==> src/rtl/serial_frame_sequencer_pkg.sv <==
// Shared definitions for the serial frame sequencer: state encodings and
// default frame geometry.
package serial_frame_sequencer_pkg;

    typedef enum logic [1:0] {
        ST_IDLE  = 2'd0,
        ST_START = 2'd1,
        ST_DATA  = 2'd2,
        ST_STOP  = 2'd3
    } seq_state_t;

    localparam int DEFAULT_DATA_WIDTH      = 8;
    localparam int DEFAULT_SAMPLES_PER_BIT = 8;

endpackage

==> src/rtl/serial_frame_sequencer_bit_period_counter.sv <==
// Free-running bit-period counter: wraps every SAMPLES_PER_BIT clocks and
// flags the terminal count with tick.
module bit_period_counter
    import serial_frame_sequencer_pkg::*;
#(
    parameter int SAMPLES_PER_BIT = DEFAULT_SAMPLES_PER_BIT
) (
    input  logic clock,
    input  logic reset,
    input  logic clear,
    output logic tick
);

    localparam int              CNT_W = $clog2(SAMPLES_PER_BIT);
    localparam logic [CNT_W-1:0] LAST = CNT_W'(SAMPLES_PER_BIT - 1);

    logic [CNT_W-1:0] cnt_q;

    // Explicit wrap at LAST keeps non-power-of-two periods exact.
    always_ff @(posedge clock or negedge reset) begin
        if (!reset) begin
            cnt_q <= '0;
        end else if (clear || (cnt_q == LAST)) begin
            cnt_q <= '0;
        end else begin
            cnt_q <= cnt_q + CNT_W'(1);
        end
    end

    assign tick = (cnt_q == LAST);

endmodule

==> src/rtl/serial_frame_sequencer.sv <==
// Serializes one parallel word per frame (start bit, LSB-first data, stop bit)
// paced by the bit-period counter; valid/ready on the parallel side.
module serial_frame_sequencer
    import serial_frame_sequencer_pkg::*;
#(
    parameter int DATA_WIDTH      = DEFAULT_DATA_WIDTH,
    parameter int SAMPLES_PER_BIT = DEFAULT_SAMPLES_PER_BIT
) (
    input  logic                  clock,
    input  logic                  reset,
    input  logic [DATA_WIDTH-1:0] data_in,
    input  logic                  data_valid,
    output logic                  data_ready,
    output logic                  serial_out,
    output logic                  busy,
    output logic                  frame_done,
    output logic                  bit_tick
);

    localparam int                IDX_W    = (DATA_WIDTH > 1) ? $clog2(DATA_WIDTH) : 1;
    localparam logic [IDX_W-1:0] LAST_IDX = IDX_W'(DATA_WIDTH - 1);

    seq_state_t            state_q, state_d;
    logic [DATA_WIDTH-1:0] shift_q, shift_d;
    logic [IDX_W-1:0]      idx_q, idx_d;
    logic                  serial_d, ready_d, busy_d, done_d;
    logic                  accept;
    logic                  cnt_clear;

    // The counter sits at zero while idle so the start bit gets a full period.
    assign cnt_clear = accept || (state_q == ST_IDLE);

    bit_period_counter #(
        .SAMPLES_PER_BIT(SAMPLES_PER_BIT)
    ) u_counter (
        .clock (clock),
        .reset (reset),
        .clear (cnt_clear),
        .tick  (bit_tick)
    );

    always_ff @(posedge clock or negedge reset) begin
        if (!reset) begin
            state_q    <= ST_IDLE;
            shift_q    <= '0;
            idx_q      <= '0;
            serial_out <= 1'b1;
            data_ready <= 1'b1;
            busy       <= 1'b0;
            frame_done <= 1'b0;
        end else begin
            state_q    <= state_d;
            shift_q    <= shift_d;
            idx_q      <= idx_d;
            serial_out <= serial_d;
            data_ready <= ready_d;
            busy       <= busy_d;
            frame_done <= done_d;
        end
    end

    // Outputs are computed one cycle ahead so every line level is registered.
    always_comb begin
        state_d  = state_q;
        shift_d  = shift_q;
        idx_d    = idx_q;
        serial_d = serial_out;
        ready_d  = data_ready;
        busy_d   = busy;
        done_d   = 1'b0;
        accept   = 1'b0;
        case (state_q)
            ST_IDLE: begin
                ready_d  = 1'b1;
                busy_d   = 1'b0;
                serial_d = 1'b1;
                if (data_valid && data_ready) begin
                    accept   = 1'b1;
                    shift_d  = data_in;
                    idx_d    = '0;
                    state_d  = ST_START;
                    ready_d  = 1'b0;
                    busy_d   = 1'b1;
                    serial_d = 1'b0;
                end
            end
            ST_START: begin
                if (bit_tick) begin
                    state_d  = ST_DATA;
                    serial_d = shift_q[0];
                end
            end
            ST_DATA: begin
                if (bit_tick) begin
                    shift_d = shift_q >> 1;
                    idx_d   = idx_q + IDX_W'(1);
                    if (idx_q == LAST_IDX) begin
                        state_d  = ST_STOP;
                        serial_d = 1'b1;
                    end else begin
                        serial_d = shift_d[0];
                    end
                end
            end
            ST_STOP: begin
                serial_d = 1'b1;
                if (bit_tick) begin
                    state_d = ST_IDLE;
                    done_d  = 1'b1;
                    busy_d  = 1'b0;
                    ready_d = 1'b1;
                end
            end
            default: state_d = ST_IDLE;
        endcase
    end

endmodule

==> config.mk <==
export PLATFORM = sky130hd
export DESIGN_NAME = serial_frame_sequencer
export DESIGN_NICKNAME = d
export VERILOG_FILES = /design/src/rtl/serial_frame_sequencer_pkg.sv /design/src/rtl/serial_frame_sequencer_bit_period_counter.sv /design/src/rtl/serial_frame_sequencer.sv
export SDC_FILE = /design/constraint.sdc
export NUM_CORES = 1
export LEC_CHECK = 0
export ABC_AREA = 1
export CORE_MARGIN = 4
export CORE_UTILIZATION = 52
export DETAILED_ROUTE_END_ITERATION = 16
export GPL_ROUTABILITY_DRIVEN = 0
export GPL_TIMING_DRIVEN = 0
export PLACE_DENSITY_LB_ADDON = 0.12
export SLEW_MARGIN = 25
export SYNTH_ARGS = -nofsm -noshare
export SYNTH_HDL_FRONTEND = slang
export SYNTH_SLANG_ARGS = --single-unit
export TNS_END_PERCENT = 10
==> constraint.sdc <==
create_clock -name clock -period 1.6 [get_ports clock]
set_input_delay 0.32 -clock clock [delete_from_list [all_inputs] [get_ports clock]]
set_output_delay 0.32 -clock clock [all_outputs]
set_load 0.02 [all_outputs]
==> flow_summary.toml, run 1 <==
[clock_tree]
cts.sinks = 20
cts_tree = "done"
clockBufferDepth = 2
clockRootBuffer = "clkbuf_4"
h-tree-depth = 1
cts_inserted_buffers = 3
post_cts.repair.setup_buffers = 0
cts_hold_buf = 0
clock_latency_ns = 0.30
path_clk_slew_ns = 0.12

[yosys]
synth_warnings = 0
synth_cells = 136
syn_area_per_cell_um2 = 7.90
ys_seq_elements = 20
ys_seq_area_share_pct = 46.8
yosysUniqueCellTypes = 16
synth_fp_nets = 156
mappedNetlistArea_um2 = 1070

[worst_setup_path]
ff2ff_setup_slack_ns = 0.16
cp-start-kind = "flop"
rr_endpoint = "state_q[0]$_DFFE_PN0P_"
crit_family = "buffers and inverters"
cp_max_fo = 1
cp_num_buf_inv = 1
path_cells = "clkdlybuf4s50_1"
reg2reg_depth = 6
slowest_stage = "clkdlybuf4s50_1"
crit_path_max_incr_delay_ns = 0.59
worstSetupPathType = "flop to primary output"
arrival_ns = 1.23
required_ns = 1.28
reg2reg_from = "state_q[1]$_DFFE_PN0P_"
endpoint_kind = "primary output"

[min_path]
hp-class = "flop to flop"
hold_path_end = "u_counter.cnt_q[0]$_DFF_PN0_"
hold_depth = 1
min-delay-start = "u_counter.cnt_q[0]$_DFF_PN0_"

[routing]
wl_per_cell_um = 10.1
initialDrtViolationCount = 11
viasPerCell = 4.64
drt_first_pass_iters = 4
drc = 0
drtAntennaViolNets = 0
wirelength_mm = 1.84
vias = 844

[timing]
hold_slack_ns = 0.446
max_freq_ghz = 0.646
report.final.slew_viol_count = 0
skew_ns = 0.00373
relSlewSlack_pct = 40.0
worst_pin_slew_ns = 0.896
finalSetupViolCount = 0
period_share_pct = 96.7
post-route-min-period_ns = 1.55
hold_viol_final = 0

[power]
p_per_area_nw_per_um2 = 1930
peakVddDrop_v = 0.00101
finalPower_mw = 2.56
leakagePower_nw = 0.730

[finish]
fin_nets = 176
area_growth_pct = 23.5
antenna_cells = 0
drive_gt1_share_pct = 12.3
fin_area_um2 = 1330

[grt]
grt_pass1_vias = 792
grt_usage_pct = 16.2
grt_overflow = 0
antenna_found_initial = 0
grt_max_degree = 21
grt_pass1_wl_mm = 3.35

[floorplanning]
dieHeight_um = 53.5
core.rowCount = 16
coreArea_um2 = 1960
fp.dieW_um = 53.5
die_area_um2 = 2860
ios = 16
start_util_pct = 54.8

[place]
dpl.hpwl_mm = 1.35
place_area_um2 = 1260
io_buffers = 15

[flow_run]
drv_cap = 0

[run_status]
status = "complete, no violations"
routing by layer:
layer,wire length (um),track usage (%),vias up
met1,933,22.4,378
met2,836,25.5,10
li1,-,-,454
met3,55,3.38,2
met5,0,0,-
met4,13,3.83,0
power breakdown:
part | internal [mW] | switching, mW
registers | 0.739 | 0.119
logic | 0.503 | 0.777
clock network | 0.253 | 0.165
placed cells by master, fill, tap and decap left out, types with 2 or more instances in the layout:
master           instances
nor2_1                  11
dfstp_2                  2
inv_2                    3
inv_1                   12
o21ai_0                  8
nand3_1                  5
ha_1                     6
clkbuf_8                 2
ha_2                     2
nand2_1                 59
clkdlybuf4s50_1         11
clkbuf_4                 3
dfrtp_1                 18
a21oi_1                  2
dlygate4sd2_1            3
Yosys cell counts:
cell type	instances	area, um^2
inv_1	13	48.8
o21a_1	1	7.51
or2_2	1	6.26
dfrtp_1	18	450
dfstp_2	2	52.6
nand2_1	59	221
nand3_1	5	25.0
clkbuf_8	2	27.5
nor2_1	11	41.3
inv_2	2	7.51
o21ai_0	8	40.0
buf_6	1	11.3
nand2_2	1	6.26
ha_1	9	113
nor2_2	1	6.26
a21oi_1	2	10.0
worst max path at each step:
stage / from / to / slack [ns] / cells past startpoint
floorplan: u_counter.cnt_q[0]$_DFF_PN0_ / shift_q[7]$_DFFE_PN0P_ / 0.19 / 7
global placement: u_counter.cnt_q[0]$_DFF_PN0_ / bit_tick / -0.1 / 3
detailed placement: u_counter.cnt_q[0]$_DFF_PN0_ / bit_tick / -0.10 / 3
CTS: u_counter.cnt_q[0]$_DFF_PN0_ / bit_tick / 0.03 / 3
global route: state_q[1]$_DFFE_PN0P_ / state_q[0]$_DFFE_PN0P_ / -0.02 / 6
finish: frame_done$_DFF_PN0_ / frame_done / 0.05 / 1
cell families (layout without fill, tap and decap cells):
logic type / Yosys count / after routing / share of synthesized area [%]
compound gates: 11 / 11 / 5.36
flops: 20 / 20 / 46.8
fa+ha+maj: 9 / 9 / 10.5
simple gates: 78 / 78 / 28.5
buf+inv: 18 / 37 / 8.85
flip-flops by register name (all words and copies together) (netlist names):
signal	count
shift_q	8
idx_q	3
u_counter.cnt_q	3
state_q	2
busy	1
data_ready	1
frame_done	1
serial_out	1
layout make-up:
cell class	instances	area, um^2
clock buffer	3	22.5
timing repair buffer	15	144
sequential	20	503
fill	189	634
buffer	3	38.8
tap	27	33.8
multi-input combinational	98	499
clock inverter	1	30.0
inverter	15	56.3
metrics by stage:
step	utilization (%)	setup WS (ns)	TNS (ns)	instances
floorplan	-	0.188	0	136
global placement	64.2	-0.0988	-0.0988	178
detailed placement	64.2	-0.104	-0.104	178
CTS	67.3	0.0338	0	182
global route	67.7	-0.0202	-0.0305	182
finish	67.7	0.0529	0	182
repair_timing:
| action | CTS | global route |
|---|---|---|
| setup endpoints to repair | 4 | 13 |
| pin swaps | 0 | 1 |
| resized for setup | 11 | 3 |
| hold endpoints to repair | 0 | 0 |
No activity file was read; power rests on OpenSTA's default activity.
==> run 2, diff against run 1 <==
--- a/config.mk
+++ b/config.mk
@@ -6,12 +6,14 @@
 export NUM_CORES = 1
 export LEC_CHECK = 0
 export ABC_AREA = 1
+export CAP_MARGIN = 20
 export CORE_MARGIN = 4
 export CORE_UTILIZATION = 52
 export DETAILED_ROUTE_END_ITERATION = 16
 export GPL_ROUTABILITY_DRIVEN = 0
 export GPL_TIMING_DRIVEN = 0
 export PLACE_DENSITY_LB_ADDON = 0.12
+export SKIP_LAST_GASP = 1
 export SLEW_MARGIN = 25
 export SYNTH_ARGS = -nofsm -noshare
 export SYNTH_HDL_FRONTEND = slang
==> run 2 against run 1 <==
  * The flow now finishes with violations (negative setup slack)
  * Core utilization decreased by 0.57 points
  * Sequential power decreased by 0.8%
  * Fmax is 8.6% lower
  * Total power shrank 1.2%
  * Count of clock-buffer cells in the layout unchanged
  * Global-route usage is 0.18 points lower
  * Worst setup slack got worse by 0.15 ns
  * Flip-flop and latch count unchanged
  * Via count up 0.71%
  * Combinational power about the same
  * Clock skew about the same
  * Critical path type unchanged
==> flow_summary.toml, run 2 (synthesis gave the netlist of run 1 again) <==
[run_status]
status = "finished with violations"
violations = "negative setup slack"

[timing]
post-route-min-period_ns = 1.69
report.final.slew_viol_count = 0
worst_pin_slew_ns = 0.895
skew_ns = 0.00348
fin_ws_ns = -0.0935
period_share_pct = 106
hold_viol_final = 0
max_freq_ghz = 0.590
finalSetupViolCount = 1
relSlewSlack_pct = 40.2
rsz0062_at_grt = "true"

[clock_tree]
clockRootBuffer = "clkbuf_4"
clockBufferDepth = 2
cts_inserted_buffers = 3
path_clk_slew_ns = 0.12
clock_latency_ns = 0.30
cts_hold_buf = 0
cts.sinks = 20
cts_tree = "done"
h-tree-depth = 1

[power]
p_switching_mw = 1.03
p_int_mw = 1.49
clock_power_share_pct = 16.6
leakagePower_nw = 0.736
p_per_area_nw_per_um2 = 1920
switching_share_pct = 41.0
power.share.combinational_pct = 49.7
pwr-share-seq_pct = 33.7
peakVddDrop_v = 0.000906

[worst_setup_path]
arrival_ns = 1.37
cp_max_fo = 6
cp-start-kind = "flop"
endpoint_kind = "primary output"
required_ns = 1.28
worstSetupPathType = "flop to primary output"

[floorplanning]
coreArea_um2 = 1960
ios = 16
core.rowCount = 16
die_area_um2 = 2860
fp.dieW_um = 53.5
start_util_pct = 54.8
dieHeight_um = 53.5

[routing]
initialDrtViolationCount = 15
drc = 0
vias = 850
wirelength_mm = 1.82
drtAntennaViolNets = 0
drt_first_pass_iters = 4
viasPerCell = 4.67
wl_per_cell_um = 9.99

[finish]
largest-register = "shift_q"
largest_register_ffs = 8
final_common_cell = "nand2_1"
fin_area_um2 = 1320
area_growth_pct = 22.5
drive_gt1_share_pct = 10.3
antenna_cells = 0
fin_nets = 176
layout_common_cells = "nand2_1, dfrtp_1, inv_1"
largestRegisters = "shift_q: 8 flops, idx_q: 3 flops, u_counter.cnt_q: 3 flops"

[place]
io_buffers = 15
place_area_um2 = 1260
place_ws_ns = -0.104
dpl.hpwl_mm = 1.35

[grt]
use_met2_pct = 25.1
grtUsageMet3_pct = 3.38
grt_max_degree = 21
grt_overflow = 0
grt_usage_pct = 16.0
grt_pass1_vias = 785
grtUsageMet1_pct = 22.2
antenna_found_initial = 0
grt-busiest-layer = "met2"
grt_pass1_wl_mm = 3.31

[min_path]
hp-class = "flop to flop"

[flow_run]
drv_cap = 0
## run 2: changes by cell type in the layout (fill, tap and decap cells not counted), sizes merged
cell | previous run | this run
clkdlybuf4s15 | 0 | 1
buf | 2 | 1
dlygate4sd2 | 3 | 1
dlymetal6s2s | 0 | 1
clkdlybuf4s50 | 11 | 12
## run 2: layer usage
metal  wire length (um)  share of wire [%]
met3                 64                3.5
met4                 13               0.71
met2                844                 46
met1                897                 49
met5                  0                  0
## run 2: path summary, 6_finish.rpt
kind / slack [ns] / cells after the start / endpoint / from
setup / recovery: -0.09 / 3 / bit_tick / u_counter.cnt_q[0]$_DFF_PN0_
hold / removal: 0.44 / 1 / u_counter.cnt_q[0]$_DFF_PN0_ / u_counter.cnt_q[0]$_DFF_PN0_
setup reg to reg: 0.07 / 9 / idx_q[1]$_DFFE_PN0P_ / state_q[0]$_DFFE_PN0P_
hold reg to reg: 0.44 / 1 / u_counter.cnt_q[0]$_DFF_PN0_ / u_counter.cnt_q[0]$_DFF_PN0_
max in group asynchronous: 0.55 / 1 / u_counter.cnt_q[1]$_DFF_PN0_ / reset
min in group asynchronous: 0.51 / 1 / shift_q[3]$_DFFE_PN0P_ / reset
## run 2: through the flow
stage,instances,TNS [ns],util (%),hold slack (ns),power [mW]
after global routing,182,-0.856,67.1,0.470,2.81
after floorplan,136,0,-,0.0244,1.82
after global placement,178,-0.0988,64.2,0.419,2.10
after CTS,182,-0.348,66.8,0.450,2.56
final,182,-0.0935,67.1,0.444,2.52
after detailed placement,178,-0.104,64.2,0.433,2.15
## run 2: critical path, stage by stage (launching register included)
cell and delay (ns):
dfrtp_1 0.40, ha_1 0.20, ha_2 0.21, clkdlybuf4s15_2 0.26
## run 2: power by group through the flow
stage / sequential [mW] / combinational, mW / clock (mW)
after detailed placement: 0.864 / 1.28 / 0
final: 0.851 / 1.26 / 0.418
after global routing: 0.875 / 1.49 / 0.448
after CTS: 0.852 / 1.28 / 0.427
after global placement: 0.857 / 1.24 / 0
after floorplan: 0.886 / 0.931 / 0
## run 2: timing repair
action	CTS	global route
gates resized for setup	4	2
setup endpoints to repair	4	15
pin swaps	0	0
gates cloned	0	0
setup buffers	0	0
## run 2: area by class of cell
cell class / instances / area (um^2)
Timing Repair Buffer: 15 / 153
Tap cell: 27 / 33.8
Multi-Input combinational cell: 98 / 479
Sequential cell: 20 / 503
Clock inverter: 1 / 30.0
Fill cell: 192 / 646
Inverter: 15 / 56.3
Clock buffer: 3 / 22.5
Buffer: 3 / 38.8
